[src/rtl/booth_pkg.sv]
// Shared types and constants for the sequential radix-2 Booth multiplier.
package booth_pkg;

    localparam int unsigned BOOTH_WIDTH = 7;
    localparam int unsigned PW          = 2 * BOOTH_WIDTH;

    typedef enum logic [1:0] {
        IDLE,
        LOAD,
        ITER,
        DONE
    } state_e;

    typedef enum logic [1:0] {
        PP_ZERO,
        PP_ADD,
        PP_SUB
    } pp_op_e;

    // Radix-2 Booth recoding of {Q[i], Q[i-1]}.
    function automatic pp_op_e booth_encode(input logic [1:0] pair);
        pp_op_e op;
        case (pair)
            2'b01:   op = PP_ADD;
            2'b10:   op = PP_SUB;
            default: op = PP_ZERO;
        endcase
        return op;
    endfunction

endpackage

[src/rtl/booth_pp_sel.sv]
// Selects the shifted Booth partial product (0, +M<<i or -M<<i) for one step.
module booth_pp_sel
    import booth_pkg::*;
#(
    parameter int unsigned WIDTH = BOOTH_WIDTH,
    parameter int unsigned IDX_W = 3
) (
    input  logic [1:0]           q_pair,
    input  logic [2*WIDTH-1:0]   pos_m,
    input  logic [2*WIDTH-1:0]   neg_m,
    input  logic [IDX_W-1:0]     idx,
    output logic [2*WIDTH-1:0]   add_b_c
);

    pp_op_e op;

    always_comb begin
        op      = booth_encode(q_pair);
        add_b_c = '0;
        case (op)
            PP_ADD:  add_b_c = pos_m << idx;
            PP_SUB:  add_b_c = neg_m << idx;
            default: add_b_c = '0;
        endcase
    end

endmodule

[src/rtl/booth_seq_mult.sv]
// Sequential radix-2 Booth multiplier controller; one partial product per cycle
// through an external 2*WIDTH-bit adder whose sum is captured into the accumulator.
module booth_seq_mult
    import booth_pkg::*;
#(
    parameter int unsigned WIDTH = BOOTH_WIDTH
) (
    input  logic                 clk,
    input  logic                 rst_n,
    input  logic                 start,
    input  logic [WIDTH-1:0]     multiplicand,
    input  logic [WIDTH-1:0]     multiplier,
    output logic [2*WIDTH-1:0]   add_a,
    output logic [2*WIDTH-1:0]   add_b,
    input  logic [2*WIDTH-1:0]   add_sum,
    output logic                 busy,
    output logic                 done,
    output logic [2*WIDTH-1:0]   product
);

    localparam int unsigned PROD_W = 2 * WIDTH;
    localparam int unsigned IDX_W  = (WIDTH > 1) ? $clog2(WIDTH) : 1;
    localparam logic [IDX_W-1:0] LAST_IDX = IDX_W'(WIDTH - 1);

    state_e              state_q,   state_d;
    logic [WIDTH-1:0]    m_q,       m_d;
    logic [WIDTH-1:0]    q_q,       q_d;
    logic [PROD_W-1:0]   pos_m_q,   pos_m_d;
    logic [PROD_W-1:0]   neg_m_q,   neg_m_d;
    logic                q_prev_q,  q_prev_d;
    logic [IDX_W-1:0]    idx_q,     idx_d;
    logic [PROD_W-1:0]   acc_q,     acc_d;
    logic [PROD_W-1:0]   add_b_q,   add_b_d;
    logic                busy_q,    busy_d;
    logic                done_q,    done_d;
    logic [PROD_W-1:0]   product_q, product_d;

    logic [1:0]          next_pair;
    logic [PROD_W-1:0]   next_pp;

    // Next-state and datapath update.
    always_comb begin
        state_d   = state_q;
        m_d       = m_q;
        q_d       = q_q;
        pos_m_d   = pos_m_q;
        neg_m_d   = neg_m_q;
        q_prev_d  = q_prev_q;
        idx_d     = idx_q;
        acc_d     = acc_q;
        busy_d    = 1'b0;
        done_d    = 1'b0;
        product_d = product_q;

        case (state_q)
            IDLE: begin
                if (start) begin
                    m_d     = multiplicand;
                    q_d     = multiplier;
                    state_d = LOAD;
                    busy_d  = 1'b1;
                end
            end
            LOAD: begin
                acc_d    = '0;
                pos_m_d  = {{WIDTH{m_q[WIDTH-1]}}, m_q};
                neg_m_d  = ~pos_m_d + PROD_W'(1);
                q_prev_d = 1'b0;
                idx_d    = '0;
                state_d  = ITER;
                busy_d   = 1'b1;
            end
            ITER: begin
                acc_d = add_sum;
                if (idx_q == LAST_IDX) begin
                    state_d   = DONE;
                    done_d    = 1'b1;
                    product_d = add_sum;
                end else begin
                    idx_d  = idx_q + IDX_W'(1);
                    busy_d = 1'b1;
                end
            end
            DONE: begin
                if (start) begin
                    m_d     = multiplicand;
                    q_d     = multiplier;
                    state_d = LOAD;
                    busy_d  = 1'b1;
                end else begin
                    state_d = IDLE;
                end
            end
            default: state_d = IDLE;
        endcase
    end

    // Bit pair for the step that the next cycle will execute.
    always_comb begin
        next_pair[1] = q_d[idx_d];
        next_pair[0] = (idx_d == '0) ? q_prev_d : q_d[idx_d - IDX_W'(1)];
    end

    booth_pp_sel #(
        .WIDTH (WIDTH),
        .IDX_W (IDX_W)
    ) u_pp_sel (
        .q_pair  (next_pair),
        .pos_m   (pos_m_d),
        .neg_m   (neg_m_d),
        .idx     (idx_d),
        .add_b_c (next_pp)
    );

    // add_b is registered one cycle ahead so it lines up with acc in ITER.
    always_comb begin
        add_b_d = '0;
        if (state_d == ITER) begin
            add_b_d = next_pp;
        end
    end

    always_ff @(posedge clk or negedge rst_n) begin
        if (!rst_n) begin
            state_q   <= IDLE;
            m_q       <= '0;
            q_q       <= '0;
            pos_m_q   <= '0;
            neg_m_q   <= '0;
            q_prev_q  <= 1'b0;
            idx_q     <= '0;
            acc_q     <= '0;
            add_b_q   <= '0;
            busy_q    <= 1'b0;
            done_q    <= 1'b0;
            product_q <= '0;
        end else begin
            state_q   <= state_d;
            m_q       <= m_d;
            q_q       <= q_d;
            pos_m_q   <= pos_m_d;
            neg_m_q   <= neg_m_d;
            q_prev_q  <= q_prev_d;
            idx_q     <= idx_d;
            acc_q     <= acc_d;
            add_b_q   <= add_b_d;
            busy_q    <= busy_d;
            done_q    <= done_d;
            product_q <= product_d;
        end
    end

    assign add_a   = acc_q;
    assign add_b   = add_b_q;
    assign busy    = busy_q;
    assign done    = done_q;
    assign product = product_q;

endmodule

[config.mk]
export PLATFORM = sky130hd
export DESIGN_NAME = booth_seq_mult
export DESIGN_NICKNAME = d
export VERILOG_FILES = /design/src/rtl/booth_pkg.sv /design/src/rtl/booth_pp_sel.sv /design/src/rtl/booth_seq_mult.sv
export SDC_FILE = /design/constraint.sdc
export NUM_CORES = 1
export LEC_CHECK = 0
export ABC_AREA = 1
export BUFFER_PORTS_ARGS = -buffer_cell sky130_fd_sc_hd__buf_4
export CORE_UTILIZATION = 30
export CTS_CLUSTER_DIAMETER = 120
export DETAILED_ROUTE_END_ITERATION = 6
export PLACE_DENSITY = 0.54
export SLEW_MARGIN = 10
export SYNTH_ARGS = -nofsm -noshare
export SYNTH_HDL_FRONTEND = slang
export SYNTH_HIERARCHICAL = 1
export SYNTH_SLANG_ARGS = --single-unit
[constraint.sdc]
create_clock -name clk -period 4 [get_ports clk]
set_input_delay 0.2 -clock clk [delete_from_list [all_inputs] [get_ports clk]]
set_output_delay 0.2 -clock clk [all_outputs]
set_load 0.01 [all_outputs]
## Word-level counts from Yosys, hierarchy flattened

Cells that the tools add are included.

| storage, ports and cells | value |
|---|---|
| output and inout bits | 44 |
| memories kept | 0 |
| memory bits (writable) | 0 |
| register bits after elaboration | 92 |
| input bits | 31 |
| bits in read-only memories | 0 |
| bits in latches | 0 |
| word-level logic and storage cells | 60 |

| cells by class | value |
|---|---|
| reductions and logical operators | 6 |
| eq/ne operators | 9 |
| add/subtract/negate cells | 3 |
| multiplexer cells | 25 |
| shift operators | 2 |
| div/mod/pow operators | 0 |
| order comparisons | 2 |
| bitwise gates (word level) | 1 |
| multiply operators | 0 |

Operators with widths:

| cell | number |
|---|---|
| one-hot mux 14 bit (2 select lines) | 2 |
| two-way mux 14 bit | 3 |
| << shifter 14 x 3 -> 14 bit | 2 |
| adder 14 x 1 -> 14 bit (second input constant) | 1 |
| two-way mux 7 bit | 2 |
| NOT 14 bit | 1 |
| equality test 2 bit (second input constant) | 5 |
| two-way mux 1 bit | 9 |
| less-than comparator 3 x 4 -> 1 bit (second input constant) | 2 |
| one-hot mux 2 bit (4 select lines) | 1 |
| binary-select mux 1 bit (select 3 bit) | 2 |
| equality test 2 x 1 -> 1 bit (second input constant) | 3 |
| one-hot mux 3 bit (2 select lines) | 1 |
| two-way mux 2 bit | 2 |
| one-hot mux 2 bit (2 select lines) | 1 |
| AND reduction 2 bit | 2 |
| adder 3 x 1 -> 3 bit (second input constant) | 1 |
| equality test 3 bit (second input constant) | 1 |
| zero test 3 bit | 1 |
| two-way mux 3 bit | 1 |
| one-hot mux 1 bit (3 select lines) | 1 |
| subtractor 3 x 1 -> 3 bit (second input constant) | 1 |
| zero test 2 bit | 1 |
| nonzero test 2 bit | 1 |
| OR reduction 2 bit | 1 |

## Logic depth before layout (Yosys ltp)

Gate-level depths: netlist of the first run.

| depth | value |
|---|---|
| depth after elaboration | 12 |
| mapped depth | 27 |
| mapped depth without buffers | 26 |

## Hierarchy

The synthesis of the first run kept the hierarchy.

By module, submodules not included:

| module | instances | area an instance (µm²) | sequential area each (µm²) | cells each |
|---|---|---|---|---|
| booth_seq_mult | 1 | 3824.9 | 2302.2 | 420 |
| booth_pp_sel | 1 | 711.9 | 0.0 | 147 |

## Worst setup path before layout of the first run

No wires, ideal clock.

| timing path | value |
|---|---|
| kind | register to register |
| start point | register state_q[0] |
| end point | register add_b_q[11] (netlist: add_b[11]) |
| cell stages (with the launch flop) | 28 |
| slack | 0.894 ns |
| arrival time | 3.035 ns |
| required time | 3.928 ns |
| buffers on the path | 2 |
| period minus slack after synthesis | 3.106 ns |
| setup time | 0.072 ns |
| cell sequence | dfrtp_1 > inv_1 > ha_1 > inv_2 > buf_6 > nand2_2 > o21ai_2 > inv_2 > ha_1 > inv_1 > nor2_1 > nand2_1 > nand3_1 > nand2_1 > nand3_1 > nand2_1 > inv_1 > ha_1 > inv_2 > buf_6 > nand2_2 > nand3_2 > nand3_1 > nand2_1 > nand2_1 > nand2_1 > inv_1 > nor2_1 |

| between the ends | value |
|---|---|
| word-level cells in the longest chain between the ends | 11 |
| elaborated cells between the ends (all ways) | 30 |
| those cells by class | 1 x add/sub; 8 x eq/ne; 2 x shift; 16 x mux; 3 x reduce/logical |

Ends and longest elaborated chain:

| item | line | RTL |
|---|---|---|
| start: declaration | booth_seq_mult.sv:25 | `state_e state_q, state_d;` |
| start signal: assignment | booth_seq_mult.sv:138 | `state_q <= state_d;` |
| equality test 2 bit / equality test 2 x 1 -> 1 bit (equally long branches) | booth_seq_mult.sv:55 | `case (state_q)` |
| one-hot mux 3 bit (2 select lines) (*) | booth_seq_mult.sv:55 |  |
| via idx_d[1] | booth_seq_mult.sv:31 | `logic [IDX_W-1:0] idx_q, idx_d;` |
| subtractor 3 x 1 -> 3 bit | booth_seq_mult.sv:101 | `next_pair[0] = (idx_d == '0) ? q_prev_d : q_d[idx_d - IDX_W'(1)];` |
| binary-select mux 1 bit (select 3 bit) | booth_seq_mult.sv:101 |  |
| two-way mux 1 bit (implied by the code) | booth_seq_mult.sv:101 |  |
| two-way mux 1 bit (*) | booth_seq_mult.sv:101 |  |
| via next_pair[0] | booth_seq_mult.sv:38 | `logic [1:0] next_pair;` |
| equality test 2 bit / equality test 2 x 1 -> 1 bit (equally long branches) | booth_pkg.sv:23 | `case (pair)` |
| one-hot mux 2 bit (2 select lines) (*) | booth_pkg.sv:23 |  |
| equality test 2 bit / equality test 2 x 1 -> 1 bit (equally long branches) | booth_pp_sel.sv:20 | `case (op)` |
| one-hot mux 14 bit (2 select lines) (*) | booth_pp_sel.sv:20 |  |
| via next_pp[11] | booth_seq_mult.sv:39 | `logic [PROD_W-1:0] next_pp;` |
| two-way mux 14 bit (*) | booth_seq_mult.sv:118 | `if (state_d == ITER) begin` |
| via add_b_d[11] | booth_seq_mult.sv:33 | `logic [PROD_W-1:0] add_b_q, add_b_d;` |
| end signal: assignment | booth_seq_mult.sv:133 | `add_b_q <= '0;` |
| end signal: assignment | booth_seq_mult.sv:146 | `add_b_q <= add_b_d;` |
| end: declaration | booth_seq_mult.sv:33 |  |

The timed path passes the listed nets; every way through them passes the cells marked *. The select of a mux whose other input is x is not followed.
A chain may end at the register's enable or synchronous reset.

## Worst setup path in the final report of the first run

| timing path | value |
|---|---|
| start point | register state_q[0] |
| end point | register add_b_q[3] (netlist: add_b[3]) |

| between the ends | value |
|---|---|
| word-level cells in the longest chain between the ends | 11 |
| elaborated cells between the ends (all ways) | 30 |
| those cells by class | 1 x add/sub; 8 x eq/ne; 2 x shift; 16 x mux; 3 x reduce/logical |

Ends and longest elaborated chain:

| item | line |
|---|---|
| equality test 2 bit, or another cell as far along | booth_seq_mult.sv:55 |
| one-hot mux 3 bit (2 select lines) / OR reduction 2 bit (equally long branches) | - |
| subtractor 3 x 1 -> 3 bit / two-way mux 7 bit (equally long branches) | - |
| binary-select mux 1 bit (select 3 bit) | booth_seq_mult.sv:101 |
| two-way mux 1 bit (implied by the code) | booth_seq_mult.sv:101 |
| two-way mux 1 bit (*) | booth_seq_mult.sv:101 |
| via next_pair[0] | booth_seq_mult.sv:38 |
| equality test 2 bit / equality test 2 x 1 -> 1 bit (equally long branches) | booth_pkg.sv:23 |
| one-hot mux 2 bit (2 select lines) (*) | booth_pkg.sv:23 |
| equality test 2 bit / equality test 2 x 1 -> 1 bit (equally long branches) | booth_pp_sel.sv:20 |
| one-hot mux 14 bit (2 select lines) (*) | booth_pp_sel.sv:20 |
| via next_pp[3] | booth_seq_mult.sv:39 |
| two-way mux 14 bit (*) | booth_seq_mult.sv:118 |
| via add_b_d[3] | booth_seq_mult.sv:33 |

Marked as above.

==> metrics.md, run 1 <==
| Metric | Value |
|---|---|
| Outcome | `complete, but fails checks` |
| Failing checks | `design-rule violations` |
| Syn nets | `608` |
| TritonCTS clock tree | `built` |
| GPL Wtd Cong | `0.848` |
| Hpwl dp | `7570 um` |
| FF-to-FF Start | `state_q[0]$_DFF_PN0_` |
| Post-route ant nets | `0` |
| Post-Syn Instances | `567` |
| Iteration-0 DRC Markers | `211` |
| Sequential share of the synthesized area | `50.7%` |
| Avg Vias per Cell | `4.46` |
| Required time of the critical path | `4.26 ns` |
| Number of port buffers | `74` |
| RSZ-0062 raised after global routing | `no` |
| Setup WS post-layout | `0.420 ns` |
| Sw frac | `47.6%` |
| DR DRC count | `2` |
| Combinational share of power | `57.0%` |
| Hold wc startpoint | `multiplicand[5]` |
| Critical Path AT | `3.84 ns` |
| FF-to-FF path depth | `26` |
| Cell Area, Synth | `4540 um^2` |
| Cell Pwr Density | `917 nW/um^2` |
| Clock Tree Buf Depth | `2` |
| Worst-Skew Late Latency | `0.34 ns` |
| Initial core utilization | `31.0%` |
| Die height | `125 um` |
| Sw power | `2.43 mW` |
| Post-Synth XOR/XNOR Area | `0.193%` |
| Worst flop-to-flop path endpoint | `add_b[3]$_DFF_PN0_` |
| Post-synthesis mux area share | `0%` |
| Setup tns final | `0 ns` |
| Hold Path Class | `in2reg` |
| P&R area growth vs syn | `22.4%` |
| Overflow left after global routing | `0` |
| Routed wire length per instance | `12.3 um` |
| Simple-Gate Fraction of Synth Area | `30.8%` |
| Crit path capture type | `flip-flop` |
| R2r setup slk | `0.42 ns` |
| Setup CP Type | `reg2reg` |
| Flop pwr share | `26.7%` |
| Combinational family with the most area after synthesis | `simple AND/OR/NAND/NOR gates` |
| Fillers | `1499` |
| Synth Area in Adders | `2.76%` |
| CP max FO | `16` |
| # H-tree levels | `3` |
| Leak | `3.01 nW` |
| First-pass DRT Iterations | `6` |
| Startpoint types | `flip-flop` |
| Clock slew at reported path FFs | `0.07 ns` |
| Power Internal | `2.67 mW` |
| Num ports | `75` |
| DIE AREA | `15600 um^2` |
| Dpl ws | `0.469 ns` |
| Final instance count without filler cells | `830` |
| Fmax | `279 MHz` |
| Hold endpoint | `m_q[5]$_DFFE_PN0P_` |
| Period utilization | `89.5%` |
| Post-placement cell count | `813` |
| Synth warn | `6` |
| Vias in the first global route | `3650` |
| Share of cells above drive strength 1 | `20.9%` |
| Drt total wl | `10200 um` |
| Final net count | `682` |
| Clock power frac | `16.3%` |
| Synthesized area per cell | `8.00 um^2` |
| Clock Skew | `0.00743 ns` |
| Cell Rows | `44` |
| Compound-Gate Fraction of Synth Area | `7.00%` |
| Final Setup Violations | `0` |
| CTS resizes | `0` |
| Max-slew headroom | `55.6%` |
| Pin count of the biggest net entering global routing | `52` |
| Initial antenna violation count | `0` |
| Hold Path Cell Cnt | `3` |
| Peak VDD IR | `0.341 mV` |
| Clock sink total | `92` |
| Least-Margin Pin Slew | `0.666 ns` |
| Crit path time final | `3.58 ns` |
| Core area | `14600 um^2` |
| Final Util | `37.9%` |
| Overall routing resource usage | `14.2%` |
| CTS buffer count | `9` |
| Final Hold Fails | `0` |
| DIE WIDTH | `125 um` |
| Root buffer cell | `clkbuf_16` |
| Synth Register Bits | `92` |
| First-pass GRT wire length | `17800 um` |
| Netlist cell types | `30` |
| Max Cap Violations | `0` |
| Antenna fix cells | `0` |
| DR vias | `3700` |
| Slew Limit Fails | `0` |
[worst max-delay path, cell delays in order (launching register included)]
cell	delay [ns]
dfrtp_1	0.39
inv_1	0.08
ha_1	0.40
nand2_2	0.23
inv_2	0.12
nand2_2	0.05
nand2_2	0.11
nand2_4	0.09
ha_1	0.32
inv_1	0.10
nor2_1	0.06
nand2_1	0.06
nand3_1	0.08
nand2_1	0.06
nand3_1	0.07
nand2_1	0.06
inv_1	0.04
ha_1	0.20
inv_2	0.24
nand2_1	0.12
nand3_1	0.13
nand2_1	0.09
nand2_1	0.08
nand2_1	0.05
nor2_1	0.09
inv_1	0.05
nor2_1	0.12
[placed cells by master (no fill, tap or decap)]
cell           instances
a21o_2                 1
a21oi_1                2
buf_4                 82
clkbuf_16              9
clkinv_1               1
clkinv_2               1
clkinv_4               1
dfrtp_1               92
dlygate4sd3_1          1
ha_1                  10
inv_1                 62
inv_2                  6
inv_6                  2
inv_8                  3
nand2_1              203
nand2_2               13
nand2_4                4
nand3_1               59
nand3_2                8
nand3b_1               1
nand4_1                2
nor2_1                24
nor2_2                 1
nor3_1                 2
o2111ai_2              1
o211ai_1               3
o21ai_0               45
o21ai_1                2
o21ai_2                3
or2_1                  1
xor2_1                 1
[worst max path at each step]
stage	start	to	slack [ns]
after floorplan	state_q[0]$_DFF_PN0_	add_b[11]$_DFF_PN0_	0.89
after detailed placement	state_q[0]$_DFF_PN0_	add_b[3]$_DFF_PN0_	0.47
final	state_q[0]$_DFF_PN0_	add_b[3]$_DFF_PN0_	0.42
after global routing	state_q[0]$_DFF_PN0_	add_b[3]$_DFF_PN0_	0.06
after global placement	state_q[0]$_DFF_PN0_	add_b[7]$_DFF_PN0_	0.57
after CTS	state_q[0]$_DFF_PN0_	add_b[3]$_DFF_PN0_	0.42
[what timing repair did]
item	in CTS	in global routing
hold buffers	1	0
buffers inserted	0	0
endpoints found under the hold margin	50	0
[metal layers]
layer  part of all wire [%]  GRT usage (%)
met1                     51           20.1
met2                     42           21.0
met3                    4.6           3.38
met4                    1.6           5.16
met5                      0              0
[power groups by stage]
stage / clock [mW] / sequential [mW] / combinational [mW]
detailed placement: 0 / 1.37 / 2.91
floorplan: 0 / 1.39 / 2.27
CTS: 0.863 / 1.36 / 2.93
global placement: 0 / 1.37 / 2.90
finish: 0.829 / 1.36 / 2.91
global route: 0.900 / 1.39 / 3.39
[through the flow]
step	area (um^2)	power [mW]	hold slack, ns
after global placement	5260	4.26	0.263
after detailed placement	5260	4.29	0.275
after floorplan	4540	3.66	-0.0956
final	5560	5.09	0.0624
after CTS	5560	5.15	0.0456
after global routing	5560	5.68	0.0570
[Yosys cell counts (all sizes together)]
library cell	instances	share of area, %
xor2	1	0.19
o2111ai	1	0.33
inv	68	5.6
nand3b	1	0.17
clkinv	1	0.083
clkbuf	10	0.91
a21oi	2	0.22
dfrtp	92	51
o21ai	50	5.8
ha	10	2.8
o211ai	3	0.50
or2	1	0.14
nand4	2	0.28
a21o	1	0.19
nor2	25	2.1
nand2	220	20
nand3	67	8.3
nor3	2	0.22
buf	10	1.9
[kinds of logic after synthesis]
family / count (synthesis)
AND/OR/NAND/NOR: 318
flip-flops: 92
buffers and inverters: 89
AO/OA/AOI/OAI: 57
adder cells (fa/ha/maj): 10
XOR/XNOR: 1
[flip-flops by register name, indices dropped and copies added (netlist names)]
| register | cells |
|---|---|
| add_a | 14 |
| busy | 1 |
| add_b | 14 |
| state_q | 2 |
| idx_q | 3 |
| pos_m_q | 14 |
| q_q | 7 |
| m_q | 7 |
| product | 14 |
| done | 1 |
| neg_m_q | 14 |
| q_prev_q | 1 |
[area by class of cell]
| type | count | area (um^2) | area share [%] |
|---|---|---|---|
| clock buffer | 9 | 225 | 4.05 |
| clock inverter | 7 | 65.1 | 1.17 |
| inverter | 69 | 259 | 4.66 |
| multi-input combinational | 386 | 1850 | 33.3 |
| sequential | 92 | 2300 | 41.4 |
| tap | 184 | 230 | 4.14 |
| timing repair buffer | 83 | 626 | 11.3 |
(Power assumes the default switching activity.)
==> run 2, diff against run 1 <==
CORE_MARGIN = 3   (was default)
==> run 2 against run 1 <==
Compared with the run above:
- the flow now finishes without violations
- core utilization up 0.13 points
- routed wire length up 4.2%
- design area up 0.34%
- sequential share of layout area down 0.14 points
- die area up 6.5%
- critical path type unchanged
- largest cell class unchanged
- largest power group unchanged
==> metrics.md, run 2 (synthesis gave the netlist of run 1 again) <==
| Metric | Value |
|---|---|
| Outcome | `finished clean` |
| Die height | `129 um (+3.2%)` |
| Setup tns final | `0 ns (unchanged)` |
| Vias in the first global route | `3778 (+3.5%)` |
| Initial antenna violation count | `0 (unchanged)` |
| R2r setup slk | `0.40 ns (-0.02 ns)` |
| Placed Area | `5260 um^2 (unchanged)` |
| Leak | `3.02 nW (+0.24%)` |
| Final Hold Fails | `0 (unchanged)` |
| P&R area growth vs syn | `22.9%` |
| Most frequent cells in the layout | `nand2_1, dfrtp_1, buf_4` |
| Drt total wl | `10700 um (+4.2%)` |
| CTS resizes | `0 (unchanged)` |
| Overflow left after global routing | `0 (unchanged)` |
| GR Util met1 | `19.2% (-0.90 points)` |
| Least-Margin Pin Slew | `0.775 ns (+0.110 ns)` |
| Finished Cell Area | `5570 um^2 (+0.34%)` |
| GPL Wtd Cong | `0.805 (-5.1%)` |
| Cell Pwr Density | `928 nW/um^2 (+1.2%)` |
| Crit-path slowest cell | `dfrtp_1` |
| Met3 usage | `4.11% (+0.73 points)` |
| Worst flop-to-flop path endpoint | `add_b[7]$_DFF_PN0_` |
| Postcts setup bufs | `0 (unchanged)` |
| Period utilization | `90.1% (+0.60 points)` |
| Setup CP Type | `reg2reg` |
| Clock Tree Buf Depth | `2 (unchanged)` |
| TritonCTS clock tree | `built` |
| Cell Rows | `44 (unchanged)` |
| Startpoint types | `flip-flop` |
| Setup WS post-layout | `0.396 ns (-0.0239 ns)` |
| DIE AREA | `16600 um^2 (+6.5%)` |
| DIE WIDTH | `129 um (+3.2%)` |
| Root buffer cell | `clkbuf_16` |
| Post-route ant nets | `0 (unchanged)` |
| Core area | `14600 um^2 (unchanged)` |
| Most frequent CP cell | `nand2_1` |
| Final Setup Violations | `0 (unchanged)` |
| M2 GR Usage | `20.5% (-0.48 points)` |
| Slew Limit Fails | `0 (unchanged)` |
| CP max FO | `16 (unchanged)` |
| Avg Vias per Cell | `4.44 (-0.32%)` |
| Crit path capture type | `flip-flop` |
| FF-to-FF path depth | `26 (unchanged)` |
| Crit path time final | `3.60 ns (+0.0239 ns)` |
| Routed wire length per instance | `12.9 um (+4.2%)` |
| Commonest non-fill, non-tap cell in the layout | `nand2_1` |
| First-pass GRT wire length | `18400 um (+3.7%)` |
| DR vias | `3688 (-0.32%)` |
| Overall routing resource usage | `13.9% (-0.22 points)` |
| Iteration-0 DRC Markers | `232 (+10%)` |
| Initial core utilization | `31.0% (unchanged)` |
| Hpwl dp | `7920 um (+4.6%)` |
| Worst Setup SP | `state_q[0]$_DFF_PN0_` |
| Clock sink total | `92 (unchanged)` |
| Num ports | `75 (unchanged)` |
| Dpl ws | `0.425 ns (-0.0440 ns)` |
| Antenna fix cells | `0 (unchanged)` |
| Peak VDD IR | `0.339 mV (-0.53%)` |
| FF-to-FF Start | `state_q[0]$_DFF_PN0_` |
| Hold Path Class | `in2reg` |
| # H-tree levels | `3 (unchanged)` |
| Global routing's busiest layer | `met2` |
| Fillers | `1528 (+1.9%)` |
| Largest stage delay on the critical path | `0.40 ns (about the same)` |
| Crit path capture | `add_b[7]$_DFF_PN0_` |
| Number of port buffers | `74 (unchanged)` |
| RSZ-0062 raised after global routing | `no` |
| Critical Path AT | `3.87 ns (+0.03 ns)` |
| DR DRC count | `0 (-2)` |
| First-pass DRT Iterations | `4 (-2)` |
| Clock Skew | `0.00626 ns (-0.00117 ns)` |
| Max Cap Violations | `0 (unchanged)` |
| Final net count | `682 (unchanged)` |
| CTS buffer count | `9 (unchanged)` |
| Clock slew at reported path FFs | `0.07 ns (about the same)` |
| Share of cells above drive strength 1 | `20.9% (unchanged)` |
| Required time of the critical path | `4.27 ns (about the same)` |
| Worst-Skew Late Latency | `0.35 ns (about the same)` |
| Max-slew headroom | `48.3% (-7.3 points)` |
| Fmax | `277 MHz (-0.66%)` |
| Pin count of the biggest net entering global routing | `61 (+17%)` |
| CTS Hold Bufs | `1 (unchanged)` |
## run 2: cell types whose count changed in the layout (fill, tap and decap cells not counted)
cell and delta:
bufinv_16 +1, clkbuf_8 +1, clkinv_4 +1, inv_8 -3
## run 2: area by class of cell
class	count	area, um^2	share of cell area (%)
sequential	92	2300	41.3
multi-input combinational	386	1850	33.2
timing repair buffer	83	626	11.2
inverter	69	259	4.65
clock buffer	10	239	4.29
tap	184	230	4.13
clock inverter	6	70.1	1.26
## run 2: through the flow
step	power [mW]	instances	utilization (%)	hold WS, ns
detailed placement	4.31	813	35.9	0.330
finish	5.17	830	38.1	0.0506
floorplan	3.66	567	-	-0.0956
global route	5.72	830	38.1	0.0587
CTS	5.22	830	38.1	0.0416
global placement	4.27	813	35.9	0.324
## run 2: power by group
group          switching [mW]  internal (mW)
registers               0.122           1.24
clock network           0.380          0.507
logic                    1.93          0.991
## run 2: layer usage
metal  share of wire, %  wire length, um
met1                 49             5270
met2                 43             4570
met3                6.0              645
met4                1.7              184
met5                  0                0
## run 2: worst min path at each step
stage / start / to / slack [ns] / cells after the start
after floorplan: rst_n / add_a[0]$_DFFE_PN0N_ / -0.1 / 0
after global placement: rst_n / neg_m_q[13]$_DFF_PN0_ / 0.32 / 1
after detailed placement: rst_n / pos_m_q[12]$_DFF_PN0_ / 0.33 / 1
after CTS: multiplicand[6] / m_q[6]$_DFFE_PN0P_ / 0.04 / 3
after global routing: multiplicand[6] / m_q[6]$_DFFE_PN0P_ / 0.06 / 3
final: multiplicand[6] / m_q[6]$_DFFE_PN0P_ / 0.05 / 3
## run 2: critical path, delay by kind of cell (launching register included)
| kind | cells | cell delay [ns] |
|---|---|---|
| AND/OR/NAND/NOR | 17 | 1.56 |
| buffers and inverters | 6 | 0.62 |
| flip-flops | 1 | 0.40 |
| adder cells (fa/ha/maj) | 3 | 0.93 |
